==> config.mk <==
export PLATFORM = sky130hd
export DESIGN_NAME = slime_hit_gen
export DESIGN_NICKNAME = d
export VERILOG_FILES = /design/src/rtl/slime_hit_gen.sv
export SDC_FILE = /design/constraint.sdc
export NUM_CORES = 1
export LEC_CHECK = 0
export ABC_CLOCK_PERIOD_IN_PS = 2850
export BUFFER_PORTS_ARGS = -buffer_cell sky130_fd_sc_hd__buf_2
export CORE_MARGIN = 3
export CORE_UTILIZATION = 44
export DETAILED_ROUTE_END_ITERATION = 16
export GPL_TIMING_DRIVEN = 0
export PLACE_DENSITY = 0.64
export SYNTH_ARGS = -nofsm -noshare
export SYNTH_HDL_FRONTEND = slang
export SYNTH_SLANG_ARGS = --single-unit
==> constraint.sdc <==
create_clock -name clk -period 2.85 [get_ports clk]
set_input_delay 0.1425 -clock clk [delete_from_list [all_inputs] [get_ports clk]]
set_output_delay 0.1425 -clock clk [all_outputs]
set_load 0.02 [all_outputs]
==> src/rtl/slime_hit_gen.sv <==
// rtl/slime_hit_gen.sv - player/slime overlap hit pulse with invulnerability cooldown
// Optional sprite flicker during cooldown is enabled by defining SLIME_HIT_BLINK_EN.
module slime_hit_gen #(
    parameter logic [9:0] HITBOX_W     = 10'd16,
    parameter logic [9:0] HITBOX_H     = 10'd16,
    parameter int         TICK_DIV     = 6000000,
    parameter logic [3:0] IFRAME_TICKS = 4'd15
) (
    input  logic       clk,
    input  logic       reset,
    input  logic       game_run,
    input  logic [9:0] player_x,
    input  logic [9:0] player_y,
    input  logic [9:0] slime0_x,
    input  logic [9:0] slime0_y,
    input  logic [9:0] slime1_x,
    input  logic [9:0] slime1_y,
    output logic [1:0] slim_damage,
    output logic       invuln,
    output logic       blink
);

    localparam int            TW        = $clog2(TICK_DIV);
    localparam logic [TW-1:0] TICK_LAST = TW'(TICK_DIV - 1);

    typedef enum logic [0:0] {
        ARMED    = 1'b0,
        COOLDOWN = 1'b1
    } state_t;

    state_t        state;
    state_t        state_next;
    logic [1:0]    overlap;
    logic [1:0]    overlap_q;
    logic [TW-1:0] tick_cnt;
    logic [TW-1:0] tick_next;
    logic [3:0]    iframe_cnt;
    logic [3:0]    iframe_next;
    logic [1:0]    damage_next;

    // Differences are widened to 11 bits so positions near 0/1023 never wrap.
    function automatic logic [10:0] abs_diff(input logic [9:0] a, input logic [9:0] b);
        logic [10:0] ea;
        logic [10:0] eb;
        ea = {1'b0, a};
        eb = {1'b0, b};
        return (ea >= eb) ? (ea - eb) : (eb - ea);
    endfunction

    always_comb begin
        overlap[0] = (abs_diff(player_x, slime0_x) < {1'b0, HITBOX_W}) &&
                     (abs_diff(player_y, slime0_y) < {1'b0, HITBOX_H});
        overlap[1] = (abs_diff(player_x, slime1_x) < {1'b0, HITBOX_W}) &&
                     (abs_diff(player_y, slime1_y) < {1'b0, HITBOX_H});
    end

    always_comb begin
        state_next  = state;
        tick_next   = tick_cnt;
        iframe_next = iframe_cnt;
        damage_next = 2'b00;
        case (state)
            ARMED: begin
                if (game_run && (overlap_q != 2'b00)) begin
                    damage_next = overlap_q;
                    state_next  = COOLDOWN;
                    tick_next   = '0;
                    iframe_next = IFRAME_TICKS;
                end
            end
            COOLDOWN: begin
                if (tick_cnt == TICK_LAST) begin
                    tick_next   = '0;
                    iframe_next = iframe_cnt - 4'd1;
                    if (iframe_cnt == 4'd1) begin
                        state_next = ARMED;
                    end
                end else begin
                    tick_next = tick_cnt + TW'(1);
                end
            end
            default: state_next = ARMED;
        endcase
    end

    always_ff @(posedge clk) begin
        if (reset) begin
            state       <= ARMED;
            overlap_q   <= 2'b00;
            tick_cnt    <= '0;
            iframe_cnt  <= 4'd0;
            slim_damage <= 2'b00;
            invuln      <= 1'b0;
        end else begin
            state       <= state_next;
            overlap_q   <= overlap;
            tick_cnt    <= tick_next;
            iframe_cnt  <= iframe_next;
            slim_damage <= damage_next;
            invuln      <= (state_next == COOLDOWN);
        end
    end

`ifdef SLIME_HIT_BLINK_EN
    logic blink_q;
    logic blink_next;

    // Starts lit on the hit, flips each tick, and goes dark once re-armed.
    always_comb begin
        blink_next = 1'b0;
        if (state == ARMED) begin
            blink_next = (state_next == COOLDOWN);
        end else if (state_next == COOLDOWN) begin
            blink_next = (tick_cnt == TICK_LAST) ? ~blink_q : blink_q;
        end
    end

    always_ff @(posedge clk) begin
        if (reset) begin
            blink_q <= 1'b0;
        end else begin
            blink_q <= blink_next;
        end
    end

    assign blink = blink_q;
`else
    assign blink = 1'b0;
`endif

endmodule

Yosys cells after proc, flatten, opt, wreduce, memory -nomap -nowiden
Index checks and enable logic that the tools add are counted.
Word-level totals
  register bits after elaboration: 32
  input port bits: 63
  output and inout bits: 4
  word-level logic and storage cells: 49
Cells by class
  add/subtract/negate cells: 10
  $lt $le $gt $ge: 8
  equality and inequality tests: 4
  multiplexer cells: 14
  bitwise operators: 2
  reduce and logical (&&, ||, !) cells: 6
Operators with widths (count)
  subtractor 10 x 10 -> 11 bit: 8
  two-way mux 23 bit: 2
  one-hot mux 23 bit (2 select lines): 1
  < comparator 11 x 5 -> 1 bit, second input constant: 4
  two-way mux 11 bit: 4
  greater-or-equal comparator 10 bit: 4
  adder 23 x 1 -> 23 bit, second input constant: 1
  == test 23 bit, second input constant: 1
  two-way mux 4 bit: 2
  one-hot mux 4 bit (2 select lines): 1
  == test 4 x 1 -> 1 bit, second input constant: 1
  subtractor 4 x 1 -> 4 bit, second input constant: 1
  logical AND 1 bit: 3
  two-way mux 1 bit: 3
  OR reduction 3 bit: 1
  inequality test 2 x 1 -> 1 bit, second input constant: 1
  inequality test 2 bit, second input constant: 1
  inverter 1 bit: 2
  one-hot mux 1 bit (2 select lines): 1
  AND reduction 2 bit: 1
  nonzero test 2 bit: 1

Longest topological paths before layout
Gate-level depths: netlist of run 1.
  depth in word-level cells: 4
  mapped depth: 11
  mapped depth without buffers: 10

Least setup slack after synthesis of run 1
OpenSTA, ideal clock, no wires.
  kind: input port to flip-flop
  from: in player_y[2]
  to: reg overlap_q[0]
  setup time: 0.074 ns
  arrival: 2.217 ns
  required time: 2.776 ns
  path slack: 0.558 ns
  cell stages on the path: 10
  buffers on the path: 0
  path through: inv_1 -> ha_1 -> o21ai_1 -> a21oi_2 -> o41ai_1 -> o21ai_1 -> xnor2_1 -> or4_1 -> a211o_1 -> a31oi_1
Between the ends
  word-level cells in the longest chain between the ends: 4
  elaborated cells on any way between the ends: 6
  classes of those cells: add/sub (2); order compare (2); mux (1); reduce/logical (1)
RTL lines
  start, declared: line 13  | input logic [9:0] player_y,
  subtractor 10 x 10 -> 11 bit or greater-or-equal comparator 10 bit (tied branches): line 47  | return (ea >= eb) ? (ea - eb) : (eb - ea);
  two-way mux 11 bit (*): line 47
  < comparator 11 x 5 -> 1 bit (*): line 52  | (abs_diff(player_y, slime0_y) < {1'b0, HITBOX_H});
  logical AND 1 bit (*): line 51  | overlap[0] = (abs_diff(player_x, slime0_x) < {1'b0, HITBOX_W}) &&
  end signal, assigned: line 96  | overlap_q <= overlap;
  end, declared: line 34  | logic [1:0] overlap_q;
Mark *: on every way between the ends. The rest lies on a longest branch, timed or not.
A chain may end at the register's enable or synchronous reset.

Worst setup path after layout of run 1
Same ends and word-level chain as after synthesis.

==> results of run 1 <==
[registers in the layout, summed over array words and instances, names as in the netlist]
name and count:
tick_cnt 23, iframe_cnt 4, overlap_q 2, slim_damage 2, state 1
[synthesized netlist by cell type, types with 4 or more instances]
master,number
and3_1,11
nand4_1,11
and2_1,4
a211oi_1,11
inv_1,76
o21a_1,4
buf_4,4
buf_2,8
or3_1,5
nor4_1,7
o21ai_0,40
a31oi_1,11
nand3_1,17
nand2b_1,11
o21bai_1,6
a311oi_1,9
or2_2,4
a21oi_1,54
nor2b_1,8
nor3_1,24
dfxtp_1,32
a41oi_1,4
a21o_1,9
xor2_1,7
nor4b_1,5
o41ai_1,4
or4_1,4
nor2_1,54
ha_1,83
clkbuf_1,18
o22ai_1,4
nand2_1,36
o211ai_1,5
nand4b_1,4
[layout make-up]
| class | instances | area (sq um) |
|---|---|---|
| Buffer | 31 | 150 |
| Inverter | 77 | 289 |
| Sequential cell | 32 | 641 |
| Tap cell | 136 | 170 |
| Clock inverter | 1 | 5.00 |
| Multi-Input combinational cell | 515 | 3650 |
| Timing Repair Buffer | 64 | 320 |
| Fill cell | 1050 | 5070 |
| Clock buffer | 6 | 72.6 |
[cell families after synthesis]
| kind of cell | Yosys count | synth area share |
|---|---|---|
| AND/OR/NAND/NOR | 217 | 0.240 |
| AO/OA/AOI/OAI | 199 | 0.281 |
| buffers and inverters | 108 | 0.0926 |
| adder cells (fa/ha/maj) | 83 | 0.220 |
| flip-flops | 32 | 0.136 |
| XOR/XNOR | 9 | 0.0167 |
| multiplexers | 6 | 0.0135 |
| other | 1 | 0.000793 |
[worst reg2reg max path, delay by kind of cell (launching register included)]
family / cells / cell delay [ns]
DFF: 1 / 0.41
AOI/OAI and AO/OA: 1 / 0.12
buffers and inverters: 2 / 0.52
and+or+nand+nor: 7 / 1.17
adders and majority gates: 1 / 0.25
[where the power goes]
| part | leakage [nW] | switching (mW) | internal [mW] |
|---|---|---|---|
| clock | 0.0410 | 0.162 | 0.166 |
| sequential | 0.258 | 0.000643 | 0.448 |
| combinational | 2.18 | 0.381 | 0.270 |
[worst min-delay path by stage]
stage	from	endpoint	slack [ns]	cells after the start
after floorplan	game_run	slim_damage[0]$_SDFF_PP0_	0.31	1
after global placement	tick_cnt[22]$_SDFFE_PP0P_	tick_cnt[22]$_SDFFE_PP0P_	0.46	1
after detailed placement	tick_cnt[22]$_SDFFE_PP0P_	tick_cnt[22]$_SDFFE_PP0P_	0.48	1
after CTS	game_run	slim_damage[1]$_SDFF_PP0_	0.18	2
after global routing	game_run	slim_damage[1]$_SDFF_PP0_	0.18	2
final	game_run	slim_damage[1]$_SDFF_PP0_	0.17	2
[per-layer routing]
layer  global-route usage  part of all wire  vias up
met1                0.273              0.47     2205
li1                     -                 -     2507
met2                0.364              0.47      127
met5                    0                 0        -
met3               0.0164             0.046       17
met4               0.0508             0.016        0
[layout by cell type, fill, tap and decap left out, types with 8 or more instances in the layout]
master and n:
nand2b_1 11, a21oi_1 54, and3_1 11, a21o_1 9, clkbuf_1 18, buf_2 72, nor2b_1 8, dfxtp_1 32
inv_1 76, nand4_1 11, nor2_1 54, nor3_1 24, ha_1 83, a211oi_1 11, a311oi_1 9, nand3_1 17
o21ai_0 40, a31oi_1 11, nand2_1 36
[through the flow]
stage	setup WS [ns]	hold slack, ns	instance area [sq um]
finish	0.251	0.173	5300
CTS	0.215	0.180	5300
floorplan	0.558	0.313	4730
global placement	0.0281	0.464	5220
global route	0.0700	0.180	5300
detailed placement	0.00177	0.478	5220
==> impl_results.md, run 1 <==
* Final Critical Period at 2.60 ns
* Reg2reg start: tick_cnt[0]$_SDFFE_PP0P_
* Root buf cell: clkbuf_8
* CP Launch Type: input pin
* Fmax at 385 MHz
* Hold-fix buffers, CTS at 0
* Period utilisation layout at 0.912
* Crit-path slowest cell: o41ai_1
* Cells on worst reg2reg path at 11
* Final setup vio count at 0
* Gpl congestion at 0.934
* Top Family by Delay on Critical Path: compound AO/OA/AOI/OAI gates
* Worst path bufs/invs at 2
* Core ar. at 0.0104 sq mm
* Number of remaining DRC errors at 0
* Layout area overhead at 12.0%
* CTS Sinks at 32
* EDFF count, synth at 0
* Yosys Warn Count at 0
* Unrepaired setup endpoints after global routing: false
* Share of the synthesized area in the top cell type at 0.220
* Final hold vios at 0
* Nets at 872
* Crit Reg-Reg Endpoint: tick_cnt[13]$_SDFFE_PP0P_
* Power Total at 1.43 mW
* WS Path Type: input pin to flop
* Postcts setup bufs at 0
* First-pass GRT wire length at 20600 microns
* Rel. slew slack at 0.520
* Setup_tns at 0 ns
* Antenna diode count at 0
* # IOs at 67
* WL final at 12200 microns
* Largest net degree at the start of global routing at 11
* CTS max path bufs at 2
* Placed insts at 855
* CP Launch Point: player_y[2]
* Register bit count reported by yosys at 32
* Mapped Avg Cell Area at 7.22 sq um
* Post-Syn Nets at 801
* Worst-margin pin slew at 0.710 ns
* Most frequent CP cell: o21ai_1
* Cell Rows at 37
* Flop2flop setup slack at 0.26 ns
* Post-CTS sizing at 0
* Status: finished clean
* DR pass1 iterations at 5
* Post-synthesis sequential area ratio at 0.136
* Via count at 4856
* CP arrival at 2.80 ns
* Vias in the first global route at 4593
* Crit path largest cell delay at 0.59 ns
* Wire per inst at 14.2 microns
* Via density per instance at 5.63
* I/O Buffers at 64
* Worst path required time at 3.05 ns
* Non-filler cells, final at 862
* Worst Path Max Fanout at 3
* Hold Path Class: input pin to flop
* Antenna violations before repair at 0
* Ys async rst share at 0
* Leakage power at 2.48 nW
* Critical Path Stages at 11
* Clk Latency, worst-skew pair at 0.29 ns
* Finished Core Util at 0.511
* CP endpoint: overlap_q[0]$_SDFF_PP0_
* Die area at 0.0120 sq mm
* Post-Synthesis Cells at 655
* Final HPWL DP at 9970 microns
* CP Cell Sequence: buf_2 > inv_1 > ha_1 > o21ai_1 > a21oi_2 > o41ai_1 > o21ai_1 > xnor2_1 > or4_1 > a211o_1 > a31oi_1
* Skew final at 0.00978 ns
* Starting Density at 0.456
* Die Wd at 110 microns
* Post-route antenna net violation count at 0
* Pwr/cell area at 269 mW/mm^2
* VDD IR-drop max at 0.000219 V
* Die H at 110 microns
* Share of layout cells above drive strength 1 at 0.143
* Nature of the critical path endpoint: flop
* Max cap viols at 0
* Gr usage total at 0.207
* Global route total overflow at 0
* Top_reg_cell synth: dfxtp_1
* Yosys top cell by area: ha_1
* CTS HTree Levels at 2
* Yosys cell types at 72
* Cts bufs inserted at 5
* Final Max Tran Viols at 0
* Ranking of synthesized cells by area: ha_1 22%, dfxtp_1 14%, inv_1 6.0%
* Iteration-0 DRC count of the detailed router at 262
* Cell Area, Synth at 0.00473 sq mm
* CTS tree: done
* Worst-path clk slew at 0.06 ns
Power figures use the tool's default switching activity.
==> run 2, diff against run 1 <==
--- a/config.mk
+++ b/config.mk
@@ -9,9 +9,11 @@
 export BUFFER_PORTS_ARGS = -buffer_cell sky130_fd_sc_hd__buf_2
 export CORE_MARGIN = 3
 export CORE_UTILIZATION = 44
+export CTS_CLUSTER_DIAMETER = 120
 export DETAILED_ROUTE_END_ITERATION = 16
 export GPL_TIMING_DRIVEN = 0
 export PLACE_DENSITY = 0.64
+export RECOVER_POWER = 25
 export SYNTH_ARGS = -nofsm -noshare
 export SYNTH_HDL_FRONTEND = slang
 export SYNTH_SLANG_ARGS = --single-unit
==> run 2 against run 1 <==
  * Worst setup slack worse by 0.0031 ns
  * Die area stayed put
  * Clock skew is 0.0015 ns lower
  * Count of clock-buffer cells in the layout stayed put
  * Critical path depth stayed put
  * Clock power hardly changed
  * Wire length is 0.20% higher
==> impl_results.md, run 2 (synthesis results as in run 1) <==
* Status: finished clean
* CTS tree: done
* Worst path bufs/invs at 2
* Logic pwr share at 0.456
* Placed insts at 855
* CP Launch Type: input pin
* CTS Sinks at 32
* Top Family by Delay on Critical Path: compound AO/OA/AOI/OAI gates
* Fmax at 384 MHz
* Commonest non-fill, non-tap cell in the layout: ha_1
* Via count at 4850
* Fin area at 0.00529 sq mm
* Hold-fix buffers, CTS at 0
* Skew final at 0.00823 ns
* Setup_tns at 0 ns
* Root buf cell: clkbuf_8
* CP Cell Sequence: buf_2 > inv_1 > ha_1 > o21ai_1 > a21oi_2 > o41ai_1 > o21ai_1 > xnor2_1 > or4_1 > a211o_1 > a31oi_1
* Cell Rows at 37
* Via density per instance at 5.63
* Sw Pwr at 0.545 mW
* Core ar. at 0.0104 sq mm
* Pwr/cell area at 270 mW/mm^2
* Register with the most flip-flops: tick_cnt
* First-pass GRT wire length at 20600 microns
* Nets at 872
* PnR worst setup slack at 0.248 ns
* Rel. slew slack at 0.519
* CTS max path bufs at 2
* Vias in the first global route at 4593
* Top Registers: tick_cnt: 23 flops, iframe_cnt: 4 flops
* Post-CTS sizing at 0
* Layout area overhead at 12.0%
* Crit-path slowest cell: o41ai_1
* Largest net degree at the start of global routing at 11
* Non-filler cells, final at 862
* Final Max Tran Viols at 0
* Die area at 0.0120 sq mm
* Worst-margin pin slew at 0.712 ns
* Most frequent cells in the layout: 83 x ha_1, 76 x inv_1, 69 x buf_2, 54 x a21oi_1, 54 x nor2_1
* Die H at 110 microns
* DR pass1 iterations at 7
* Die Wd at 110 microns
* Cts bufs inserted at 5
* Wire per inst at 14.2 microns
* Antenna diode count at 0
* Gr usage total at 0.207
* Max cap viols at 0
* Sequential share of power at 0.314
* CP arrival at 2.80 ns
* VDD IR-drop max at 0.000219 V
* Post-route antenna net violation count at 0
* Gpl congestion at 0.934
* Placed cell area at 0.00522 sq mm
* Final setup vio count at 0
* Antenna violations before repair at 0
* Crit path largest cell delay at 0.59 ns
* Internal power at 0.883 mW
* Clk Latency, worst-skew pair at 0.29 ns
* Global route total overflow at 0
* # IOs at 67
* Largest register FFs at 23
* Fillers at 1050
* Power Total at 1.43 mW
* Final HPWL DP at 9970 microns
* CTS HTree Levels at 2
* Clock group share of total power at 0.230
* Leakage power at 2.47 nW
* Sw Share at 0.382
* Final Critical Period at 2.60 ns
* Worst path required time at 3.05 ns
* Most frequent CP cell: o21ai_1
* Final hold vios at 0
* Worst Path Max Fanout at 3
* Iteration-0 DRC count of the detailed router at 253
* Period utilisation layout at 0.913
* Worst slack, placed at 0.00177 ns
* Postcts setup bufs at 0
* WS Path Type: input pin to flop
* Share of layout cells above drive strength 1 at 0.139
* I/O Buffers at 64
* Worst-path clk slew at 0.06 ns
* Number of remaining DRC errors at 0
* Nature of the critical path endpoint: flop
* Starting Density at 0.456
* Hold Path Class: input pin to flop
* Unrepaired setup endpoints after global routing: false
* WL final at 12300 microns
[run 2: per-layer routing]
metal | share of wire | wire, microns | global-route usage
met5 | 0 | 0 | 0
met4 | 0.016 | 199 | 0.0508
met3 | 0.048 | 583 | 0.0164
met2 | 0.47 | 5790 | 0.364
met1 | 0.46 | 5700 | 0.273
[run 2: cell type report]
type | instances | area, sq um | area share
Inverter | 77 | 289 | 0.0546
Multi-Input combinational cell | 515 | 3650 | 0.689
Buffer | 31 | 150 | 0.0284
Sequential cell | 32 | 641 | 0.121
Clock inverter | 1 | 5.00 | 0.000946
Timing Repair Buffer | 64 | 317 | 0.0598
Clock buffer | 6 | 72.6 | 0.0137
Tap cell | 136 | 170 | 0.0322
[run 2: power groups by stage]
stage	combinational, mW	sequential [mW]	clock, mW
final	0.651	0.448	0.329
after global routing	0.736	0.448	0.356
after CTS	0.646	0.448	0.336
after detailed placement	0.642	0.458	0
after global placement	0.620	0.458	0
after floorplan	0.468	0.458	0
[run 2: path summary, 6_finish.rpt]
check	from	depth (start not counted)	slack [ns]	end
min reg2reg	overlap_q[1]$_SDFF_PP0_	1	0.49	slim_damage[1]$_SDFF_PP0_
max reg2reg	tick_cnt[0]$_SDFFE_PP0P_	11	0.27	tick_cnt[13]$_SDFFE_PP0P_
max	player_y[2]	11	0.25	overlap_q[0]$_SDFF_PP0_
min	game_run	2	0.18	slim_damage[1]$_SDFF_PP0_
[run 2: stage by stage]
step / hold WS, ns / utilization
finish: 0.177 / 0.510
CTS: 0.180 / 0.511
global placement: 0.464 / 0.503
floorplan: 0.313 / -
global route: 0.180 / 0.510
detailed placement: 0.478 / 0.503
==> run 3, diff against run 2 <==
==> constraint.sdc (replaced) <==
create_clock -name clk -period 2.85 [get_ports clk]
set_input_delay 0.57 -clock clk [delete_from_list [all_inputs] [get_ports clk]]
set_output_delay 0.57 -clock clk [all_outputs]
set_load 0.02 [all_outputs]
==> run 3 against run 2 <==
  * Global-route usage is essentially flat
  * Critical path type unchanged
  * Sequential power is essentially flat
  * Via count grew 1.0%
  * Combinational power grew 3.5%
  * Core utilization grew 0.72 points
  * Largest power group unchanged
==> impl_results.md, run 3 (synthesis results as in run 1) <==
* Post-route antenna net violation count at 0
* Gr usage total at 0.208
* Root buf cell: clkbuf_8
* Leakage power at 2.48 nW
* VDD IR-drop max at 0.000219 V
* Worst Path Max Fanout at 3
* Rel. slew slack at 0.614
* Cts bufs inserted at 5
* Finished Core Util at 0.518
* Nature of the critical path endpoint: flop
* Register with the most flip-flops: tick_cnt
* Register area at 641 sq um
* CP arrival at 2.96 ns
* Final Critical Period at 2.76 ns
* Antenna diode count at 0
* Reg2reg start: tick_cnt[0]$_SDFFE_PP0P_
* Iteration-0 DRC count of the detailed router at 269
* CP Launch Type: input pin
* Clk Latency, worst-skew pair at 0.29 ns
* Final hold vios at 0
* # IOs at 67
* Hold Crit Start: overlap_q[1]$_SDFF_PP0_
* Setup_tns at 0 ns
* Pwr/cell area at 270 mW/mm^2
* Multi-input gate area in the final layout at 0.00372 sq mm
* Nets at 873
* Global route total overflow at 0
* Worst path required time at 3.05 ns
* WL final at 12500 microns
* Starting Density at 0.456
* Status: finished clean
* Wire per inst at 14.5 microns
* CTS HTree Levels at 2
* Via density per instance at 5.68
* Worst-path clk slew at 0.06 ns
* Most frequent cells in the layout: 81 x ha_1, 75 x inv_1, 69 x buf_2, 54 x a21oi_1, 54 x nor2_1
* Final HPWL DP at 9970 microns
* CP Launch Point: player_x[1]
* Largest register FFs at 23
* Antenna violations before repair at 0
* CTS max path bufs at 2
* Final Max Tran Viols at 0
* Hold Path Class: flop to flop
* Number of remaining DRC errors at 0
* Hold path depth at 1
* I/O Buffers at 64
* WS Path Type: input pin to flop
* Hold endpoint: slim_damage[1]$_SDFF_PP0_
* Final setup vio count at 0
* CTS Sinks at 32
* Cell Rows at 37
* Core ar. at 0.0104 sq mm
* Worst-margin pin slew at 0.578 ns
* CTS tree: done
* Die H at 110 microns
* Via count at 4900
* First-pass GRT wire length at 20600 microns
* Crit Reg-Reg Endpoint: tick_cnt[13]$_SDFFE_PP0P_
* Gpl congestion at 0.934
* Max cap viols at 0
* Skew final at 0.00774 ns
* Fmax at 362 MHz
* Die Wd at 110 microns
* Cells on worst reg2reg path at 11
* Commonest non-fill, non-tap cell in the layout: ha_1
* Layout area overhead at 13.6%
* Largest net degree at the start of global routing at 11
* Power Total at 1.45 mW
* Fillers at 1046
* Flop2flop setup slack at 0.25 ns
* Die area at 0.0120 sq mm
* DR pass1 iterations at 5
* Vias in the first global route at 4591
* Share of layout cells above drive strength 1 at 0.153
* Top Registers: tick_cnt: 23 flops, iframe_cnt: 4 flops
* Period utilisation layout at 0.968
-- run 3: cell count changes in the layout (fill, tap and decap cells not counted), sizes merged --
| cell | previous run | this run |
|---|---|---|
| buf | 74 | 75 |
-- run 3: worst max path at each step --
stage,end,slack (ns),depth (start not counted)
finish,overlap_q[0]$_SDFF_PP0_,0.09,11
global route,overlap_q[0]$_SDFF_PP0_,-0.002,11
CTS,overlap_q[0]$_SDFF_PP0_,0.06,11
detailed placement,overlap_q[0]$_SDFF_PP0_,-0.43,11
global placement,overlap_q[0]$_SDFF_PP0_,-0.40,11
floorplan,overlap_q[0]$_SDFF_PP0_,0.13,10
-- run 3: report_power, final --
part | switching, mW | internal, mW | total (mW)
sequential | 0.000648 | 0.448 | 0.449
combinational | 0.394 | 0.280 | 0.674
clock | 0.162 | 0.166 | 0.327
-- run 3: stage by stage --
stage | setup WS, ns | hold WS (ns) | cell area, sq um | std cells
finish | 0.0907 | 0.486 | 5370 | 863
global route | -0.00228 | 0.509 | 5370 | 863
CTS | 0.0558 | 0.489 | 5310 | 862
detailed placement | -0.426 | 0.478 | 5220 | 855
global placement | -0.399 | 0.464 | 5220 | 855
floorplan | 0.131 | 0.442 | 4730 | 655
-- run 3: layer usage --
layer,GRT usage,up-vias,wire length [microns]
met2,0.366,153,5800
met1,0.273,2216,5860
met4,0.0508,0,236
met3,0.0164,24,599
li1,-,2507,-
met5,0,-,0
-- run 3: worst max-delay path, cell delays in order --
cell and delay [ns]:
buf_2 0.13, inv_2 0.09, ha_4 0.21, nor2b_2 0.16
o31ai_4 0.32, a211oi_2 0.15, a21o_1 0.20, or4_4 0.45
a2111oi_4 0.37, nor3_2 0.11, a31oi_1 0.19
-- run 3: final cells by class --
| class | count | area share |
|---|---|---|
| multi-input combinational | 515 | 0.692 |
| sequential | 32 | 0.119 |
| buffer | 31 | 0.0280 |
| clock buffer | 6 | 0.0135 |
| clock inverter | 1 | 0.000932 |
| tap | 136 | 0.0317 |
| timing repair buffer | 65 | 0.0604 |
| inverter | 77 | 0.0538 |
-- run 3: what timing repair did --
item                                    CTS  global route
hold buffers                              0             0
endpoints found under the setup margin    1             4
gates resized for setup                   2            12
setup buffers                             0             1
pin swaps                                 0             5
